==> src/rtl/weight_stream_mem.sv <==
// rtl/weight_stream_mem.sv - runtime-loadable per-neuron weight buffer
// Valid/ready load stream in, valid/ready/last weight stream out, plus a registered debug read port.
module weight_stream_mem #(
  parameter int NUM_WEIGHT = 10,
  parameter int DATA_WIDTH = 16,
  parameter int ADDR_WIDTH = $clog2(NUM_WEIGHT)
) (
  input  logic                  clk,
  input  logic                  rst_n,
  input  logic                  load_start,
  input  logic                  wvalid,
  input  logic [DATA_WIDTH-1:0] wdata,
  output logic                  wready,
  output logic                  loaded,
  input  logic                  stream_start,
  output logic                  ovalid,
  output logic [DATA_WIDTH-1:0] odata,
  output logic                  olast,
  input  logic                  oready,
  output logic                  busy,
  output logic                  err,
  input  logic                  ren,
  input  logic [ADDR_WIDTH-1:0] radd,
  output logic [DATA_WIDTH-1:0] rdata
);

  typedef enum logic [1:0] {IDLE, LOAD, STREAM} state_t;

  localparam logic [ADDR_WIDTH-1:0] LAST = ADDR_WIDTH'(NUM_WEIGHT - 1);

  state_t                state, state_nxt;
  logic [DATA_WIDTH-1:0] mem [NUM_WEIGHT];
  logic [ADDR_WIDTH-1:0] waddr, rptr;
  logic                  wr_fire, out_adv, out_done;
  logic                  go_load, go_stream, bad_stream;
  logic                  radd_ok;

  assign wready     = (state == LOAD);
  assign busy       = (state != IDLE);
  assign wr_fire    = wready & wvalid;
  assign go_load    = (state == IDLE) & load_start;
  assign go_stream  = (state == IDLE) & ~load_start & stream_start & loaded;
  assign bad_stream = (state == IDLE) & ~load_start & stream_start & ~loaded;
  // Once the last word sits in the output register, only its handshake may move the stream on.
  assign out_done   = (state == STREAM) & ovalid & olast & oready;
  assign out_adv    = (state == STREAM) & ~(ovalid & olast) & (~ovalid | oready);
  assign radd_ok    = (32'(radd) < NUM_WEIGHT);

  always_ff @(posedge clk or negedge rst_n) begin
    if (!rst_n) state <= IDLE;
    else        state <= state_nxt;
  end

  always_comb begin
    state_nxt = state;
    case (state)
      IDLE: begin
        if (go_load)        state_nxt = LOAD;
        else if (go_stream) state_nxt = STREAM;
      end
      LOAD:    if (wr_fire && waddr == LAST) state_nxt = IDLE;
      STREAM:  if (out_done) state_nxt = IDLE;
      default: state_nxt = IDLE;
    endcase
  end

  // Weight storage is deliberately left out of reset.
  always_ff @(posedge clk) begin
    if (wr_fire) mem[waddr] <= wdata;
  end

  always_ff @(posedge clk or negedge rst_n) begin
    if (!rst_n) begin
      waddr  <= '0;
      rptr   <= '0;
      loaded <= 1'b0;
      ovalid <= 1'b0;
      odata  <= '0;
      olast  <= 1'b0;
      rdata  <= '0;
      err    <= 1'b0;
    end else begin
      err <= bad_stream;

      if (go_load) begin
        waddr  <= '0;
        loaded <= 1'b0;
      end else if (wr_fire) begin
        if (waddr == LAST) loaded <= 1'b1;
        else               waddr  <= waddr + 1'b1;
      end

      if (go_stream) begin
        rptr <= '0;
      end else if (out_done) begin
        ovalid <= 1'b0;
        olast  <= 1'b0;
      end else if (out_adv) begin
        odata  <= mem[rptr];
        ovalid <= 1'b1;
        olast  <= (rptr == LAST);
        if (rptr != LAST) rptr <= rptr + 1'b1;
      end

      if (ren) rdata <= radd_ok ? mem[radd] : '0;
    end
  end

endmodule

==> config.mk <==
export PLATFORM = sky130hd
export DESIGN_NAME = weight_stream_mem
export DESIGN_NICKNAME = d
export VERILOG_FILES = /design/src/rtl/weight_stream_mem.sv
export SDC_FILE = /design/constraint.sdc
export NUM_CORES = 1
export LEC_CHECK = 0
export ABC_CLOCK_PERIOD_IN_PS = 4510
export BUFFER_PORTS_ARGS = -buffer_cell sky130_fd_sc_hd__buf_2
export CELL_PAD_IN_SITES_DETAIL_PLACEMENT = 0
export CELL_PAD_IN_SITES_GLOBAL_PLACEMENT = 1
export CORE_MARGIN = 4
export CORE_UTILIZATION = 55
export CTS_CLUSTER_DIAMETER = 150
export DETAILED_ROUTE_END_ITERATION = 8
export PLACE_DENSITY = 0.87
export RECOVER_POWER = 100
export SYNTH_ARGS = -nofsm -noshare
export SYNTH_HDL_FRONTEND = slang
export SYNTH_SLANG_ARGS = --single-unit
==> constraint.sdc <==
create_clock -name clk -period 4.51 [get_ports clk]
set_input_delay 0.451 -clock clk [delete_from_list [all_inputs] [get_ports clk]]
set_output_delay 0.451 -clock clk [all_outputs]
set_load 0.02 [all_outputs]
==> results of run 1 <==
-- sequential cells by signal (all words and copies together) (netlist names) --
register	cells
state	2
mem	160
loaded	1
waddr	4
odata	16
ovalid	1
rptr	4
olast	1
err	1
rdata	16
-- repair_timing --
item                      CTS  global route
resized for setup           0             0
hold endpoints to repair   20             0
hold buffers                1             0
-- per-layer routing --
| metal | vias to the layer above | GRT usage, % | routed length [microns] |
|---|---|---|---|
| li1 | 2548 | - | - |
| met1 | 2895 | 31.9 | 9210 |
| met2 | 272 | 37.8 | 11000 |
| met3 | 45 | 2.66 | 1630 |
| met4 | 0 | 7.21 | 605 |
| met5 | - | 0 | 0 |
-- synth_stat cells (all sizes together) --
master,n
edfxtp,160
mux2i,79
nand2,62
dfrtp,46
o21ai,37
mux4,34
a21oi,32
mux2,32
nor2,23
buf,22
clkbuf,18
a22oi,15
a32oi,15
and2,12
nor2b,7
ha,6
inv,4
nand2b,3
nor3,3
xnor2,2
a211oi,1
a21o,1
a221oi,1
a31o,1
a31oi,1
and3b,1
nand3,1
nand4,1
nand4b,1
nor4b,1
o21a,1
o31ai,1
or3,1
xor2,1
-- logic make-up (layout without fill, tap and decap cells) --
family | count (synthesis) | after routing | synth area share (%)
AOI/OAI and AO/OA | 106 | 106 | 6.85
buffers and inverters | 44 | 114 | 2.34
DFF | 206 | 206 | 63.0
adders and majority gates | 6 | 6 | 0.795
muxes | 145 | 145 | 21.2
xor gates and xnor gates | 3 | 3 | 0.278
and+or+nand+nor | 116 | 116 | 5.46
-- critical path, delay by kind of cell, from the launching register on --
kind                   cells  cell delay [ps]
DFF                        1             1670
muxes                      2              870
buffers and inverters      1              550
AOI/OAI and AO/OA          2              240
-- report_power, final --
group / switching (mW) / internal (mW)
clock: 0.670 / 1.01
combinational: 0.748 / 0.615
sequential: 0.252 / 2.32
total: 1.67 / 3.95
-- area by class of cell --
| class | instances | area, sq um |
|---|---|---|
| Fill cell | 1252 | 6200 |
| Clock inverter | 6 | 77.6 |
| Timing Repair Buffer | 73 | 308 |
| Tap cell | 220 | 275 |
| Sequential cell | 206 | 5960 |
| Inverter | 4 | 15.0 |
| Multi-Input combinational cell | 376 | 3280 |
| Clock buffer | 31 | 583 |
-- worst min-delay path by stage --
stage / start / to / slack, ps / depth (start not counted)
floorplan: rst_n / err$_DFF_PN0_ / 160 / 0
global placement: odata[1]$_DFFE_PN0P_ / odata[1]$_DFFE_PN0P_ / 460 / 2
detailed placement: odata[2]$_DFFE_PN0P_ / odata[2]$_DFFE_PN0P_ / 470 / 2
CTS: load_start / state[0]$_DFFE_PN0P_ / 190 / 3
global route: load_start / state[0]$_DFFE_PN0P_ / 230 / 3
finish: load_start / state[0]$_DFFE_PN0P_ / 210 / 3
==> results.json, run 1 <==
{
  "status": "finished with violations",
  "violated_checks": "max-capacitance violations, max-slew violations",
  "cp_data_arrival_time_ps": 3840,
  "final_cells": 916,
  "mapped_cells": 626,
  "fmaxAchievable_ghz": 0.284,
  "h-tree-depth": 1,
  "fin_total_pwr_mw": 5.62,
  "yosysTopAreaCellShare_pct": 50.9,
  "finish.utilization_pct": 62.9,
  "layout_commonest_cell": "sky130_fd_sc_hd__edfxtp_1",
  "final_layout_size_suffix_gt1_share_pct": 12.4,
  "clkSinkCount": 206,
  "finalWeightedCongestion": 0.767,
  "wl_per_cell_microns": 24.5,
  "setup.worst_path.end_class": "flip-flop",
  "grt_overflow_total": 0,
  "gr-usage-all-layers_pct": 22.8,
  "path_cells": "buf_4, mux4_1, mux2_2, o21ai_0, o21ai_1",
  "dpl_worst_slack_ps": 1720,
  "ff2ff_path_depth": 5,
  "relative_slew_margins_pct": -42.3,
  "routed-via-count": 5760,
  "synth_area_sq_um": 9450,
  "detail_route.first_pass.iterations": 6,
  "regToRegStartpoint": "rptr[0]$_DFFE_PN0P_",
  "min-delay-path-class": "in2reg",
  "vdd_ir_drop_max_mv": 0.339,
  "detail_route.iter0.violations": 520,
  "remaining_drc_errors": 0,
  "die_area_sq_um": 19300,
  "required_arrival_time_at_the_worst_endpoint_ps": 4830,
  "height_of_the_die_microns": 139,
  "setup_viol": 0,
  "actual_slew_at_the_worst_max_slew_pin_ps": 2120,
  "synth_seq_area_share_pct": 63.0,
  "grt_pass1_wl_mm": 33.5,
  "ys_types": 41,
  "floorplan.rows": 47,
  "layout-area-overhead-vs-synth_pct": 11.1,
  "cp_max_delay_cell": "sky130_fd_sc_hd__dfrtp_1",
  "synthDominantAreaCellType": "sky130_fd_sc_hd__edfxtp_1",
  "cts-root-buf": "sky130_fd_sc_hd__clkbuf_16",
  "worstPathMaxFanout": 33,
  "detailed_route_wl_mm": 22.4,
  "ff2ff_setup_slack_ps": 990,
  "place_area_sq_um": 9920,
  "timing_endpoint_of_the_critical_path": "odata[0]$_DFFE_PN0P_",
  "layout.nets": 715,
  "clock_tree.buffer_depth": 3,
  "start_util_pct": 56.6,
  "final-max-slew-violation-count": 207,
  "worst_r2r_endpoint": "odata[0]$_DFFE_PN0P_",
  "static-leakage-power_nw": 3.86,
  "hpwlAfterDp_mm": 13.5,
  "clock-skew-final_ps": 9.31,
  "drt-vias-per-instance": 6.29,
  "fin_worst_hold_slack_ps": 211,
  "synth_area_per_cell_sq_um": 15.1,
  "synth.area.top_cells": "sky130_fd_sc_hd__edfxtp_1 51%, sky130_fd_sc_hd__dfrtp_1 12%, sky130_fd_sc_hd__mux2i_1 8.4%",
  "rsz_0062_raised_after_global_routing": "no",
  "pin_count_of_the_biggest_net_entering_global_routing": 57,
  "syn_nets": 659,
  "timing.max_cap.violations": 11,
  "crit_share_post_route_pct": 78.0,
  "setup.worst_path.start_class": "flip-flop",
  "placement.io_buffers": 64,
  "antenna-diode-count": 0,
  "die_width_microns": 139,
  "tritoncts.num_buffers": 21,
  "coreArea_sq_um": 16700,
  "power-per-cell-area_nw_per_um2": 535,
  "timing_worst_setup_path_type": "reg2reg",
  "final.setup.worst_slack_ps": 994,
  "synth_seq_cells": 206,
  "clock_tree_from_tritoncts": "yes",
  "clkSlewWorstSetupHoldPaths_ps": 60,
  "number_of_global_route_vias_before_repair": 5658,
  "yosys_warnings": 0,
  "drtAntennaViolNets": 0,
  "worst_setup_path_startpoint": "rptr[0]$_DFFE_PN0P_",
  "clk_latency_worst_skew_pair_ps": 490,
  "design.portCount": 65,
  "postLayoutCellArea_sq_um": 10500,
  "finalCriticalPeriod_ps": 3520,
  "report.final.hold_viol_count": 0,
  "final.setup.tns_ps": 0,
  "critical-path-max-stage-delay_ps": 1670,
  "post_cts_setup_bufs": 0,
  "initial_antenna_violation_count": 0,
  "place.detailed.instances": 878,
  "mostFrequentLayoutCells": "160 x sky130_fd_sc_hd__edfxtp_1, 79 x sky130_fd_sc_hd__mux2i_1, 68 x sky130_fd_sc_hd__clkbuf_1, 62 x sky130_fd_sc_hd__nand2_1, 46 x sky130_fd_sc_hd__dfrtp_1"
}
(Power assumes the default switching activity.)
==> run 2, diff against run 1 <==
--- a/config.mk
+++ b/config.mk
@@ -5,15 +5,15 @@
 export SDC_FILE = /design/constraint.sdc
 export NUM_CORES = 1
 export LEC_CHECK = 0
-export ABC_CLOCK_PERIOD_IN_PS = 4510
+export ABC_CLOCK_PERIOD_IN_PS = 2900
 export BUFFER_PORTS_ARGS = -buffer_cell sky130_fd_sc_hd__buf_2
 export CELL_PAD_IN_SITES_DETAIL_PLACEMENT = 0
 export CELL_PAD_IN_SITES_GLOBAL_PLACEMENT = 1
 export CORE_MARGIN = 4
-export CORE_UTILIZATION = 55
+export CORE_UTILIZATION = 46
 export CTS_CLUSTER_DIAMETER = 150
 export DETAILED_ROUTE_END_ITERATION = 8
-export PLACE_DENSITY = 0.87
+export PLACE_DENSITY = 0.78
 export RECOVER_POWER = 100
 export SYNTH_ARGS = -nofsm -noshare
 export SYNTH_HDL_FRONTEND = slang
==> constraint.sdc (replaced) <==
create_clock -name clk -period 2.9 [get_ports clk]
set_input_delay 0.29 -clock clk [delete_from_list [all_inputs] [get_ports clk]]
set_output_delay 0.29 -clock clk [all_outputs]
set_load 0.02 [all_outputs]
==> run 2 against run 1 <==
Against the previous run: the flow still finishes with violations (max-capacitance violations, max-slew violations); sequential share of layout area fell by 1.2 points; critical path type unchanged; sequential power is 52% higher; critical path depth down 1; largest cell class unchanged; clock skew increased by 1.2 ps.
==> results.json, run 2 (same netlist as run 1, synthesis figures left out) <==
{
  "finish.utilization_pct": 53.0,
  "cp_data_arrival_time_ps": 2530,
  "dpl_worst_slack_ps": 649,
  "relative_slew_margins_pct": -7.06,
  "clock_tree_from_tritoncts": "yes",
  "postLayoutCellArea_sq_um": 10700,
  "crit_share_post_route_pct": 83.5,
  "rsz_0062_raised_after_global_routing": "no",
  "drt-vias-per-instance": 5.72,
  "grt_pass1_wl_mm": 34.2,
  "clkSlewWorstSetupHoldPaths_ps": 60,
  "final.setup.tns_ps": 0,
  "tritoncts.num_buffers": 21,
  "hpwlAfterDp_mm": 14.0,
  "grt_overflow_total": 0,
  "coreArea_sq_um": 20200,
  "start_util_pct": 46.7,
  "timing_worst_setup_path_type": "reg2reg",
  "final_layout_size_suffix_gt1_share_pct": 15.1,
  "die_area_sq_um": 22900,
  "clkSinkCount": 206,
  "swShare_pct": 30.0,
  "detail_route.iter0.violations": 438,
  "h-tree-depth": 1,
  "internal-power_mw": 6.24,
  "setup.worst_path.end_class": "flip-flop",
  "gr-usage-all-layers_pct": 20.2,
  "antenna-diode-count": 0,
  "place_area_sq_um": 10200,
  "largest_register_ffs": 160,
  "layout-area-overhead-vs-synth_pct": 13.6,
  "place.detailed.instances": 946,
  "setup.worst_path.start_class": "flip-flop",
  "required_arrival_time_at_the_worst_endpoint_ps": 3010,
  "finalCriticalPeriod_ps": 2420,
  "worstPathMaxFanout": 16,
  "clk_latency_worst_skew_pair_ps": 500,
  "clock_tree.buffer_depth": 3,
  "timing.max_cap.violations": 1,
  "height_of_the_die_microns": 151,
  "regMostFlops": "mem",
  "drtAntennaViolNets": 0,
  "min-delay-path-class": "in2reg",
  "routed-via-count": 5631,
  "power-per-cell-area_nw_per_um2": 831,
  "actual_slew_at_the_worst_max_slew_pin_ps": 1610,
  "final.setup.worst_slack_ps": 477,
  "finalWeightedCongestion": 0.788,
  "remaining_drc_errors": 0,
  "wl_per_cell_microns": 23.4,
  "cts-root-buf": "sky130_fd_sc_hd__clkbuf_16",
  "p_sw_mw": 2.68,
  "fmaxAchievable_ghz": 0.413,
  "static-leakage-power_nw": 3.96,
  "layout_commonest_cell": "sky130_fd_sc_hd__edfxtp_1",
  "fin_worst_hold_slack_ps": 35.7,
  "final_cells": 984,
  "pwr-share-seq_pct": 44.1,
  "number_of_global_route_vias_before_repair": 5792,
  "initial_antenna_violation_count": 0,
  "status": "finished with violations",
  "share_clk_of_total_power_pct": 30.6,
  "placement.io_buffers": 64,
  "detailed_route_wl_mm": 23.0,
  "post_cts_setup_bufs": 0,
  "p_comb_share_pct": 25.3,
  "detail_route.first_pass.iterations": 4,
  "setup_viol": 0,
  "floorplan.rows": 52,
  "report.final.hold_viol_count": 0,
  "ff2ff_setup_slack_ps": 480,
  "pin_count_of_the_biggest_net_entering_global_routing": 49,
  "clock-skew-final_ps": 10.5,
  "die_width_microns": 151,
  "vdd_ir_drop_max_mv": 0.347,
  "fin_total_pwr_mw": 8.91,
  "layout.nets": 733,
  "mostFrequentLayoutCells": "160 x sky130_fd_sc_hd__edfxtp_1, 79 x sky130_fd_sc_hd__mux2i_1, 62 x sky130_fd_sc_hd__nand2_1, 61 x sky130_fd_sc_hd__clkbuf_1, 45 x sky130_fd_sc_hd__dfrtp_1",
  "violated_checks": "max-capacitance violations, max-slew violations",
  "final-max-slew-violation-count": 49,
  "design.portCount": 65,
  "largestRegisters": "mem: 160 flops, odata: 16 flops, rdata: 16 flops"
}
## run 2: area by class of cell
| class | instances | area, sq um |
|---|---|---|
| Clock buffer | 23 | 543 |
| Clock inverter | 14 | 153 |
| Fill cell | 1702 | 9510 |
| Inverter | 4 | 15.0 |
| Multi-Input combinational cell | 376 | 3270 |
| Sequential cell | 206 | 5960 |
| Tap cell | 270 | 338 |
| Timing Repair Buffer | 91 | 453 |
## run 2: layer usage
layer	track usage (%)	vias to the layer above	wire, microns
met2	34.3	194	11500
met4	6.75	0	546
li1	-	2600	-
met1	26.6	2784	9290
met3	2.93	53	1620
met5	0	-	0
## run 2: worst paths after layout
| path | startpoint | endpoint | cells after the start |
|---|---|---|---|
| max in group asynchronous | rst_n | odata[2]$_DFFE_PN0P_ | 3 |
| hold / removal | load_start | state[0]$_DFFE_PN0P_ | 3 |
| min in group asynchronous | rst_n | rdata[11]$_DFFE_PN0P_ | 2 |
| hold reg to reg | odata[6]$_DFFE_PN0P_ | odata[6]$_DFFE_PN0P_ | 2 |
| setup reg to reg | state[1]$_DFFE_PN0P_ | mem[9][8]$_DFFE_PP_ | 4 |
| setup / recovery | state[1]$_DFFE_PN0P_ | mem[9][8]$_DFFE_PP_ | 4 |
## run 2: power by group through the flow
stage	logic, mW	clock network (mW)	registers [mW]
finish	2.26	2.72	3.93
global route	2.44	2.90	3.97
CTS	2.36	2.78	3.92
detailed placement	2.34	0	3.98
global placement	2.31	0	3.96
floorplan	1.65	0	3.93
## run 2: what timing repair did
action | in CTS | in global routing
resized for setup | 0 | 0
hold buffers | 1 | 0
endpoints found under the hold margin | 31 | 0
## run 2: critical path, stage by stage (launching register included)
cell and delay (ps):
sky130_fd_sc_hd__dfrtp_1 430, sky130_fd_sc_hd__nor2b_1 210, sky130_fd_sc_hd__nand2_1 140, sky130_fd_sc_hd__nor3_1 250, sky130_fd_sc_hd__clkbuf_1 990
==> run 3, diff against run 2 <==
--- a/config.mk
+++ b/config.mk
@@ -5,15 +5,15 @@
 export SDC_FILE = /design/constraint.sdc
 export NUM_CORES = 1
 export LEC_CHECK = 0
-export ABC_CLOCK_PERIOD_IN_PS = 2900
+export ABC_CLOCK_PERIOD_IN_PS = 2250
 export BUFFER_PORTS_ARGS = -buffer_cell sky130_fd_sc_hd__buf_2
 export CELL_PAD_IN_SITES_DETAIL_PLACEMENT = 0
 export CELL_PAD_IN_SITES_GLOBAL_PLACEMENT = 1
 export CORE_MARGIN = 4
-export CORE_UTILIZATION = 46
+export CORE_UTILIZATION = 51
 export CTS_CLUSTER_DIAMETER = 150
 export DETAILED_ROUTE_END_ITERATION = 8
-export PLACE_DENSITY = 0.78
+export PLACE_DENSITY = 0.82
 export RECOVER_POWER = 100
 export SYNTH_ARGS = -nofsm -noshare
 export SYNTH_HDL_FRONTEND = slang
==> constraint.sdc (replaced) <==
create_clock -name clk -period 2.25 [get_ports clk]
set_input_delay 0.225 -clock clk [delete_from_list [all_inputs] [get_ports clk]]
set_output_delay 0.225 -clock clk [all_outputs]
set_load 0.02 [all_outputs]
==> run 3 against run 2 <==
Against the previous run: the run now ends clean; first-iteration DRC count increased by 11%; sequential power increased by 26%; core utilization increased by 6.9 points; die area decreased by 9.3%; power increased by 31%; critical path depth increased by 2; largest power group unchanged; clock power increased by 34%; global-route usage increased by 2.4 points; worst setup slack got worse by 340 ps.
==> results.json, run 3 (same netlist as run 1, synthesis figures left out) <==
{
  "status": "complete, no violations",
  "critical-path-max-stage-delay_ps": 560,
  "regMostFlops": "mem",
  "fin_total_pwr_mw": 11.7,
  "initial_antenna_violation_count": 1,
  "floorplan.rows": 49,
  "gr-usage-all-layers_pct": 22.6,
  "post_cts_hold_buffer_count": 2,
  "required_arrival_time_at_the_worst_endpoint_ps": 2620,
  "clock_tree.buffer_depth": 3,
  "postcts_resize_cnt": 0,
  "grt_pass1_wl_mm": 35.0,
  "cp_data_arrival_time_ps": 2490,
  "drtAntennaViolNets": 0,
  "timing.max_cap.violations": 0,
  "static-leakage-power_nw": 4.05,
  "finalWeightedCongestion": 0.811,
  "hpwlAfterDp_mm": 14.6,
  "die_area_sq_um": 20800,
  "detail_route.iter0.violations": 487,
  "dpl_worst_slack_ps": 233,
  "layout_commonest_cell": "sky130_fd_sc_hd__edfxtp_1",
  "relative_slew_margins_pct": 15.6,
  "power-per-cell-area_nw_per_um2": 1080,
  "number_of_global_route_vias_before_repair": 5881,
  "layout.nets": 746,
  "pin_count_of_the_biggest_net_entering_global_routing": 48,
  "final.setup.worst_slack_ps": 133,
  "routed-via-count": 5832,
  "tritoncts.num_buffers": 22,
  "finalCriticalPeriod_ps": 2120,
  "report.final.hold_viol_count": 0,
  "detail_route.first_pass.iterations": 5,
  "largest_register_ffs": 160,
  "detailed_route_wl_mm": 23.3,
  "drt-vias-per-instance": 6.09,
  "min-delay-path-class": "in2reg",
  "clkSlewWorstSetupHoldPaths_ps": 60,
  "h-tree-depth": 1,
  "cp_top_family": "multiplexers",
  "setup_viol": 0,
  "coreArea_sq_um": 18100,
  "setup.worst_path.end_class": "flip-flop",
  "design.portCount": 65,
  "final_layout_size_suffix_gt1_share_pct": 16.5,
  "timing_worst_setup_path_type": "reg2reg",
  "height_of_the_die_microns": 144,
  "cts-root-buf": "sky130_fd_sc_hd__clkbuf_16",
  "final.setup.tns_ps": 0,
  "cp_max_delay_cell": "sky130_fd_sc_hd__mux4_1",
  "largestRegisters": "mem: 160 flops, odata: 16 flops, rdata: 16 flops",
  "placement.io_buffers": 64,
  "start_util_pct": 52.2,
  "die_width_microns": 144,
  "mostFrequentLayoutCells": "160 x sky130_fd_sc_hd__edfxtp_1, 79 x sky130_fd_sc_hd__mux2i_1, 64 x sky130_fd_sc_hd__clkbuf_1, 62 x sky130_fd_sc_hd__nand2_1, 46 x sky130_fd_sc_hd__dfrtp_1",
  "worstPathMaxFanout": 26,
  "fmaxAchievable_ghz": 0.472,
  "vdd_ir_drop_max_mv": 0.581,
  "wl_per_cell_microns": 24.3,
  "clock_tree_from_tritoncts": "yes",
  "clkSinkCount": 206,
  "clock-skew-final_ps": 19.4,
  "path_cells": "buf_12, buf_4, mux4_1, mux2_2, o21ai_0, o21ai_1",
  "grt_overflow_total": 0,
  "rsz_0062_raised_after_global_routing": "no",
  "worst-path-buf-inv": 2,
  "setup.worst_path.start_class": "flip-flop",
  "post_cts_setup_bufs": 0,
  "antenna-diode-count": 0,
  "layout-area-overhead-vs-synth_pct": 14.8,
  "finish.utilization_pct": 60.0,
  "clk_latency_worst_skew_pair_ps": 510,
  "final-max-slew-violation-count": 0,
  "actual_slew_at_the_worst_max_slew_pin_ps": 1270,
  "remaining_drc_errors": 0,
  "crit_share_post_route_pct": 94.1
}
-- run 3: worst min-delay path: cells and delay by family --
kind                   cells  cell delay [ps]
buffers and inverters      1              100
AOI/OAI and AO/OA          1              170
and+or+nand+nor            1               50
-- run 3: power breakdown --
part	internal, mW	leakage, nW	switching, mW
registers	4.65	1.99	0.318
clock network	2.20	0.359	1.45
logic	1.36	1.71	1.71
total	8.21	4.05	3.47
-- run 3: area by class of cell --
class | count | area (sq um)
multi-input combinational | 376 | 3270
tap | 229 | 287
inverter | 4 | 15.0
clock inverter | 11 | 115
clock buffer | 29 | 628
sequential | 206 | 5960
fill | 1371 | 7240
timing repair buffer | 103 | 572
-- run 3: per-stage QoR --
stage	cells	hold WS (ps)	cell area, sq um
2_1_floorplan	626	-70.6	9460
5_1_grt	958	92.1	10800
6_report	958	74.1	10800
4_1_cts	958	3.15	11000
3_5_place_dp	916	237	10200
3_3_place_gp	916	205	10200
-- run 3: final timing paths --
path,end,depth (start not counted),startpoint,slack (ps)
setup reg to reg,odata[6]$_DFFE_PN0P_,6,rptr[0]$_DFFE_PN0P_,130
min in group asynchronous,rdata[11]$_DFFE_PN0P_,2,rst_n,510
max in group asynchronous,rdata[3]$_DFFE_PN0P_,3,rst_n,570
hold / removal,ovalid$_DFFE_PN0P_,3,oready,70
hold reg to reg,odata[11]$_DFFE_PN0P_,2,odata[11]$_DFFE_PN0P_,490
setup / recovery,odata[6]$_DFFE_PN0P_,6,rptr[0]$_DFFE_PN0P_,130
-- run 3: metal layers --
layer	up-vias	GRT usage [%]	share of wire, %
met5	-	0	0.082
met4	2	6.10	2.0
met3	48	5.09	8.3
met2	271	37.2	48
met1	2902	30.7	42
li1	2609	-	-
